$ cat config.mk
export PLATFORM = sky130hd
export DESIGN_NAME = session_reporter
export DESIGN_NICKNAME = d
export VERILOG_FILES = /design/src/rtl/session_pkg.sv /design/src/rtl/session_reporter_sat_counter.sv /design/src/rtl/session_reporter.sv
export SDC_FILE = /design/constraint.sdc
export NUM_CORES = 1
export LEC_CHECK = 0
export CAP_MARGIN = 10
export CELL_PAD_IN_SITES_DETAIL_PLACEMENT = 1
export CELL_PAD_IN_SITES_GLOBAL_PLACEMENT = 1
export CORE_MARGIN = 5
export CORE_UTILIZATION = 30
export CTS_CLUSTER_DIAMETER = 120
export CTS_CLUSTER_SIZE = 14
export DETAILED_ROUTE_END_ITERATION = 10
export GPL_TIMING_DRIVEN = 0
export MAX_ROUTING_LAYER = met4
export PLACE_DENSITY_LB_ADDON = 0.1
export RECOVER_POWER = 25
export SLEW_MARGIN = 25
export SYNTH_ARGS = -nofsm -noshare
export SYNTH_HDL_FRONTEND = slang
export SYNTH_HIERARCHICAL = 1
export SYNTH_SLANG_ARGS = --single-unit
$ cat constraint.sdc
create_clock -name clk -period 3.7 [get_ports clk]
set_input_delay 0.74 -clock clk [delete_from_list [all_inputs] [get_ports clk]]
set_output_delay 0.74 -clock clk [all_outputs]
set_load 0.01 [all_outputs]
$ cat src/rtl/session_pkg.sv
// Shared types and constants for the session reporter: FSM state encoding,
// default report header and report frame length.
package session_pkg;

   typedef enum logic [1:0] {
      IDLE = 2'd0,
      RUN  = 2'd1,
      SEND = 2'd2
   } state_t;

   localparam logic [7:0] REPORT_HDR = 8'hA5;

   // Header + event counter bytes + cycle counter bytes + checksum
   function automatic int frame_len(input int evt_w, input int cyc_w);
      return 2 + evt_w / 8 + cyc_w / 8;
   endfunction

endpackage

$ cat src/rtl/session_reporter_sat_counter.sv
// Saturating up-counter with synchronous clear; holds at all-ones instead of wrapping.
module sat_counter #(
   parameter int W = 32
) (
   input  logic         clk,
   input  logic         reset,
   input  logic         clr,
   input  logic         inc,
   output logic [W-1:0] q
);

   always_ff @(posedge clk or posedge reset) begin
      if (reset)
         q <= '0;
      else if (clr)
         q <= '0;
      else if (inc && (q != {W{1'b1}}))
         q <= q + 1'b1;
   end

endmodule

$ cat src/rtl/session_reporter.sv
// Measures a start/working/stop session (event strobes and working cycles) and,
// on stop, streams a checksummed report over a byte valid/ready interface.
module session_reporter
   import session_pkg::*;
#(
   parameter int         EVT_W = 32,
   parameter int         CYC_W = 32,
   parameter logic [7:0] HDR   = REPORT_HDR
) (
   input  logic       clk,
   input  logic       reset,
   input  logic       start,
   input  logic       working,
   input  logic       stop,
   input  logic       evt,
   output logic [7:0] tx_data,
   output logic       tx_valid,
   input  logic       tx_ready,
   output logic       busy,
   output logic       done,
   output logic       seq_err
);

   localparam int N     = frame_len(EVT_W, CYC_W);
   localparam int IDX_W = $clog2(N);
   localparam int PW    = EVT_W + CYC_W;

   localparam logic [IDX_W-1:0] LAST     = IDX_W'(N - 1);
   localparam logic [IDX_W-1:0] LAST_PAY = IDX_W'(N - 2);

   state_t state, state_nx;

   logic             cnt_clr, evt_inc, cyc_inc;
   logic [EVT_W-1:0] evt_q;
   logic [CYC_W-1:0] cyc_q;
   logic [PW-1:0]    shadow;
   logic [IDX_W-1:0] idx;
   logic [7:0]       chk;
   logic             accept, last;

   sat_counter #(.W(EVT_W)) u_evt_cnt (
      .clk   (clk),
      .reset (reset),
      .clr   (cnt_clr),
      .inc   (evt_inc),
      .q     (evt_q)
   );

   sat_counter #(.W(CYC_W)) u_cyc_cnt (
      .clk   (clk),
      .reset (reset),
      .clr   (cnt_clr),
      .inc   (cyc_inc),
      .q     (cyc_q)
   );

   assign accept = tx_valid & tx_ready;
   assign last   = (idx == LAST);

   always_ff @(posedge clk or posedge reset) begin
      if (reset)
         state <= IDLE;
      else
         state <= state_nx;
   end

   // A start in RUN restarts the session and discards that cycle's strobes
   always_comb begin
      state_nx = state;
      cnt_clr  = 1'b0;
      evt_inc  = 1'b0;
      cyc_inc  = 1'b0;
      case (state)
         IDLE: begin
            if (start) begin
               cnt_clr  = 1'b1;
               state_nx = RUN;
            end
         end
         RUN: begin
            if (start) begin
               cnt_clr = 1'b1;
            end else begin
               evt_inc = evt;
               cyc_inc = working;
               if (stop)
                  state_nx = SEND;
            end
         end
         SEND: begin
            if (accept && last)
               state_nx = IDLE;
         end
         default: state_nx = IDLE;
      endcase
   end

   always_ff @(posedge clk or posedge reset) begin
      if (reset) begin
         busy    <= 1'b0;
         done    <= 1'b0;
         seq_err <= 1'b0;
      end else begin
         busy <= (state_nx != IDLE);
         done <= (state == SEND) && accept && last;
         if ((state == IDLE) && start)
            seq_err <= 1'b0;
         else if (((state == IDLE) && stop) ||
                  ((state == RUN) && start) ||
                  ((state == SEND) && (start || stop)))
            seq_err <= 1'b1;
      end
   end

   // First SEND cycle (tx_valid still low) snapshots the counters and presents
   // the header; the shadow then shifts out MSB-first, one byte per accept.
   always_ff @(posedge clk or posedge reset) begin
      if (reset) begin
         tx_data  <= '0;
         tx_valid <= 1'b0;
         shadow   <= '0;
         idx      <= '0;
         chk      <= '0;
      end else if (state == SEND) begin
         if (!tx_valid) begin
            tx_valid <= 1'b1;
            tx_data  <= HDR;
            chk      <= HDR;
            shadow   <= {evt_q, cyc_q};
            idx      <= '0;
         end else if (accept) begin
            if (last) begin
               tx_valid <= 1'b0;
            end else begin
               idx <= idx + 1'b1;
               if (idx == LAST_PAY) begin
                  tx_data <= chk;
               end else begin
                  tx_data <= shadow[PW-1 -: 8];
                  chk     <= chk ^ shadow[PW-1 -: 8];
                  shadow  <= shadow << 8;
               end
            end
         end
      end
   end

endmodule

==> flow_summary.yaml <==
yosys:
  async_flop_share: 1.00
  synthCells: 729
  synth-edff-count: 0
  synth-seq-cells: 154
  syn_nets: 741
  synth_area_per_cell_sq_um: 11.3
  synth_top_area_cell: "dfrtp_1"
  synth_top_area_share: 0.466
  yosys_warnings: 6
  ys_top_cells_by_area: "dfrtp_1, mux2_2, mux2_4"
  synth_ff_type: "dfrtp_1"
  netlist_area_sq_um: 8270
  yosys.cell_types.count: 63
  ys_seq_area_frac: 0.466
global_routing:
  grt_first_pass_wirelength_um: 36700
  grt_antenna_before_repair: 0
  grt_usage: 0.154
  first_global_vias: 6412
  grt.overflow.total: 0
  grt_max_degree: 48
power:
  p_leak_nw: 3.98
  ir_drop_uv: 271
  p_per_area_nw_per_um2: 435
  total_power_mw: 4.13
placement:
  dp_hpwl_um: 16300
  place_inst: 1088
  gp_congestion: 0.793
  io_buffers: 17
timing:
  fin_skew_ps: 9.79
  hold_violations: 0
  tightest_slew_ps: 1820
  min_period_ps: 3360
  final.period_utilization: 0.908
  setup_violations: 0
  slew_headroom: -0.212
  finalSetupTns_ps: 0
  holdWs_ps: 498
  max_freq_mhz: 298
  rsz0062_at_grt: "false"
  drv_slew: 48
layout:
  finalNonFillerCells: 1120
  layout-drive-gt1-share: 0.235
  syn_to_final_growth_pct: 14.6
  diodes: 0
  layout_common_cells: "dfrtp_1, mux2_2, a21oi_1, mux2_4, nor2_1"
  layout_commonest_cell: "dfrtp_1"
  layout.nets: 778
clocking:
  clock_sinks: 154
  clockRootBuffer: "clkbuf_16"
  clock_path_buffers: 2
  post-cts-setup-buffer-count: 0
  clk_latency_ps: 420
  htreeDepth: 4
  cts.clk_slew.worst_paths_ps: 70
  cts_tree: "yes"
  cts_buffers: 17
detailed_routing:
  wl_per_cell_um: 20.4
  postRouteWirelength_um: 22800
  drt_iter0_drc: 282
  drt_pass1_iterations: 4
  drtAntennaViolNets: 0
  vias: 6006
  drcViolationCount: 0
  via_per_inst: 5.36
critical_path:
  endpoint_kind: "flop"
  cp.arrival_ps: 3710
  setup.worst_path.class: "in -> reg"
  startpoint_type: "primary input"
  crit_slowest_cell: "clkdlybuf4s50_1"
  crit_fanout: 10
  timing.reg2reg.setup_slack_ps: 650
  slowest_delay_ps: 480
  crit_chain: "clkdlybuf4s50_1 -> nor3b_1 -> and2_1 -> nand4_1 -> nor3_2 -> o311ai_2 -> buf_2 -> or4_1 -> a21oi_1"
  required_ps: 4050
run_status:
  violations: "capacitance limit, slew limit"
  status: "complete, but fails checks"
floorplan:
  die_h_um: 176
  io_pins: 19
  rows: 60
  floorplan.initialDensity: 0.306
  die_w_um: 176
  core_sq_um: 27000
  fp.dieArea_sq_um: 31000
worst_hold_path:
  hold_path_class: "reg -> reg"
job:
  maxCapViolCount: 1
flip-flops by register name (all words and copies together), names as in the netlist:
| register | cells |
|---|---|
| tx_valid | 1 |
| u_cyc_cnt/q | 32 |
| done | 1 |
| seq_err | 1 |
| state | 2 |
| busy | 1 |
| idx | 4 |
| tx_data | 8 |
| chk | 8 |
| shadow | 64 |
| u_evt_cnt/q | 32 |
layout make-up:
cell class                      instances  area, sq um
Timing Repair Buffer                   18          178
Multi-Input combinational cell        513         4090
Sequential cell                       154         3850
Fill cell                            2962        17500
Clock buffer                           18          439
Inverter                               21         78.8
Tap cell                              341          427
Buffer                                 41          265
Clock inverter                         14          149
cell families after synthesis:
group                      Yosys count  synth area share
AOI/OAI and AO/OA                  143             0.109
xor gates and xnor gates            15            0.0159
adders and majority gates            5           0.00756
buffers and inverters               62            0.0425
DFF                                154             0.466
muxes                              131             0.194
and+or+nand+nor                    219             0.165
repair_timing:
action                                  4_1_cts  5_1_grt
gates resized for setup                       0        1
hold endpoints to repair                      0        0
hold buffers                                  0        0
endpoints found under the setup margin        0        1
critical path: cells and delay by family:
family	cells	cell delay, ps
compound gates	2	430
buf+inv	2	760
simple gates	5	1760
layer usage:
metal	part of all wire	track usage
met4	0.0090	0.0348
met2	0.49	0.247
met5	0	-
met1	0.48	0.205
met3	0.020	0.0276
through the flow:
| stage | cell area [sq um] | setup WS, ps | util |
|---|---|---|---|
| CTS | 9490 | 163 | 0.351 |
| finish | 9480 | 341 | 0.351 |
| detailed placement | 8900 | -288 | 0.329 |
| global route | 9480 | 125 | 0.351 |
| floorplan | 8270 | 625 | - |
| global placement | 8870 | -972 | 0.328 |
synth_stat cells, drive strengths merged, types with 21 or more instances:
cell type / instances
clkbuf: 22
inv: 21
nand2: 31
or3: 26
a21oi: 53
o31ai: 30
o21ai: 28
nor2: 34
mux2: 113
dfrtp: 154
or4: 27
nand3: 22
report_power, final:
part | total, mW | internal, mW | switching, mW
Sequential | 1.82 | 1.75 | 0.0702
Clock | 1.78 | 1.02 | 0.760
Combinational | 0.530 | 0.213 | 0.317
Total | 4.13 | 2.98 | 1.15
final timing paths:
path | startpoint | to | cells after the start
setup / recovery | start | u_evt_cnt/q[19]$_DFFE_PP0P_ | 9
hold / removal | seq_err$_DFFE_PP0P_ | seq_err$_DFFE_PP0P_ | 1
setup reg to reg | state[1]$_DFF_PP0_ | u_evt_cnt/q[19]$_DFFE_PP0P_ | 8
hold reg to reg | seq_err$_DFFE_PP0P_ | seq_err$_DFFE_PP0P_ | 1
max in group asynchronous | reset | chk[7]$_DFFE_PP0P_ | 3
min in group asynchronous | reset | u_evt_cnt/q[6]$_DFFE_PP0P_ | 2
Note: power is estimated with default switching activity, not from simulation.
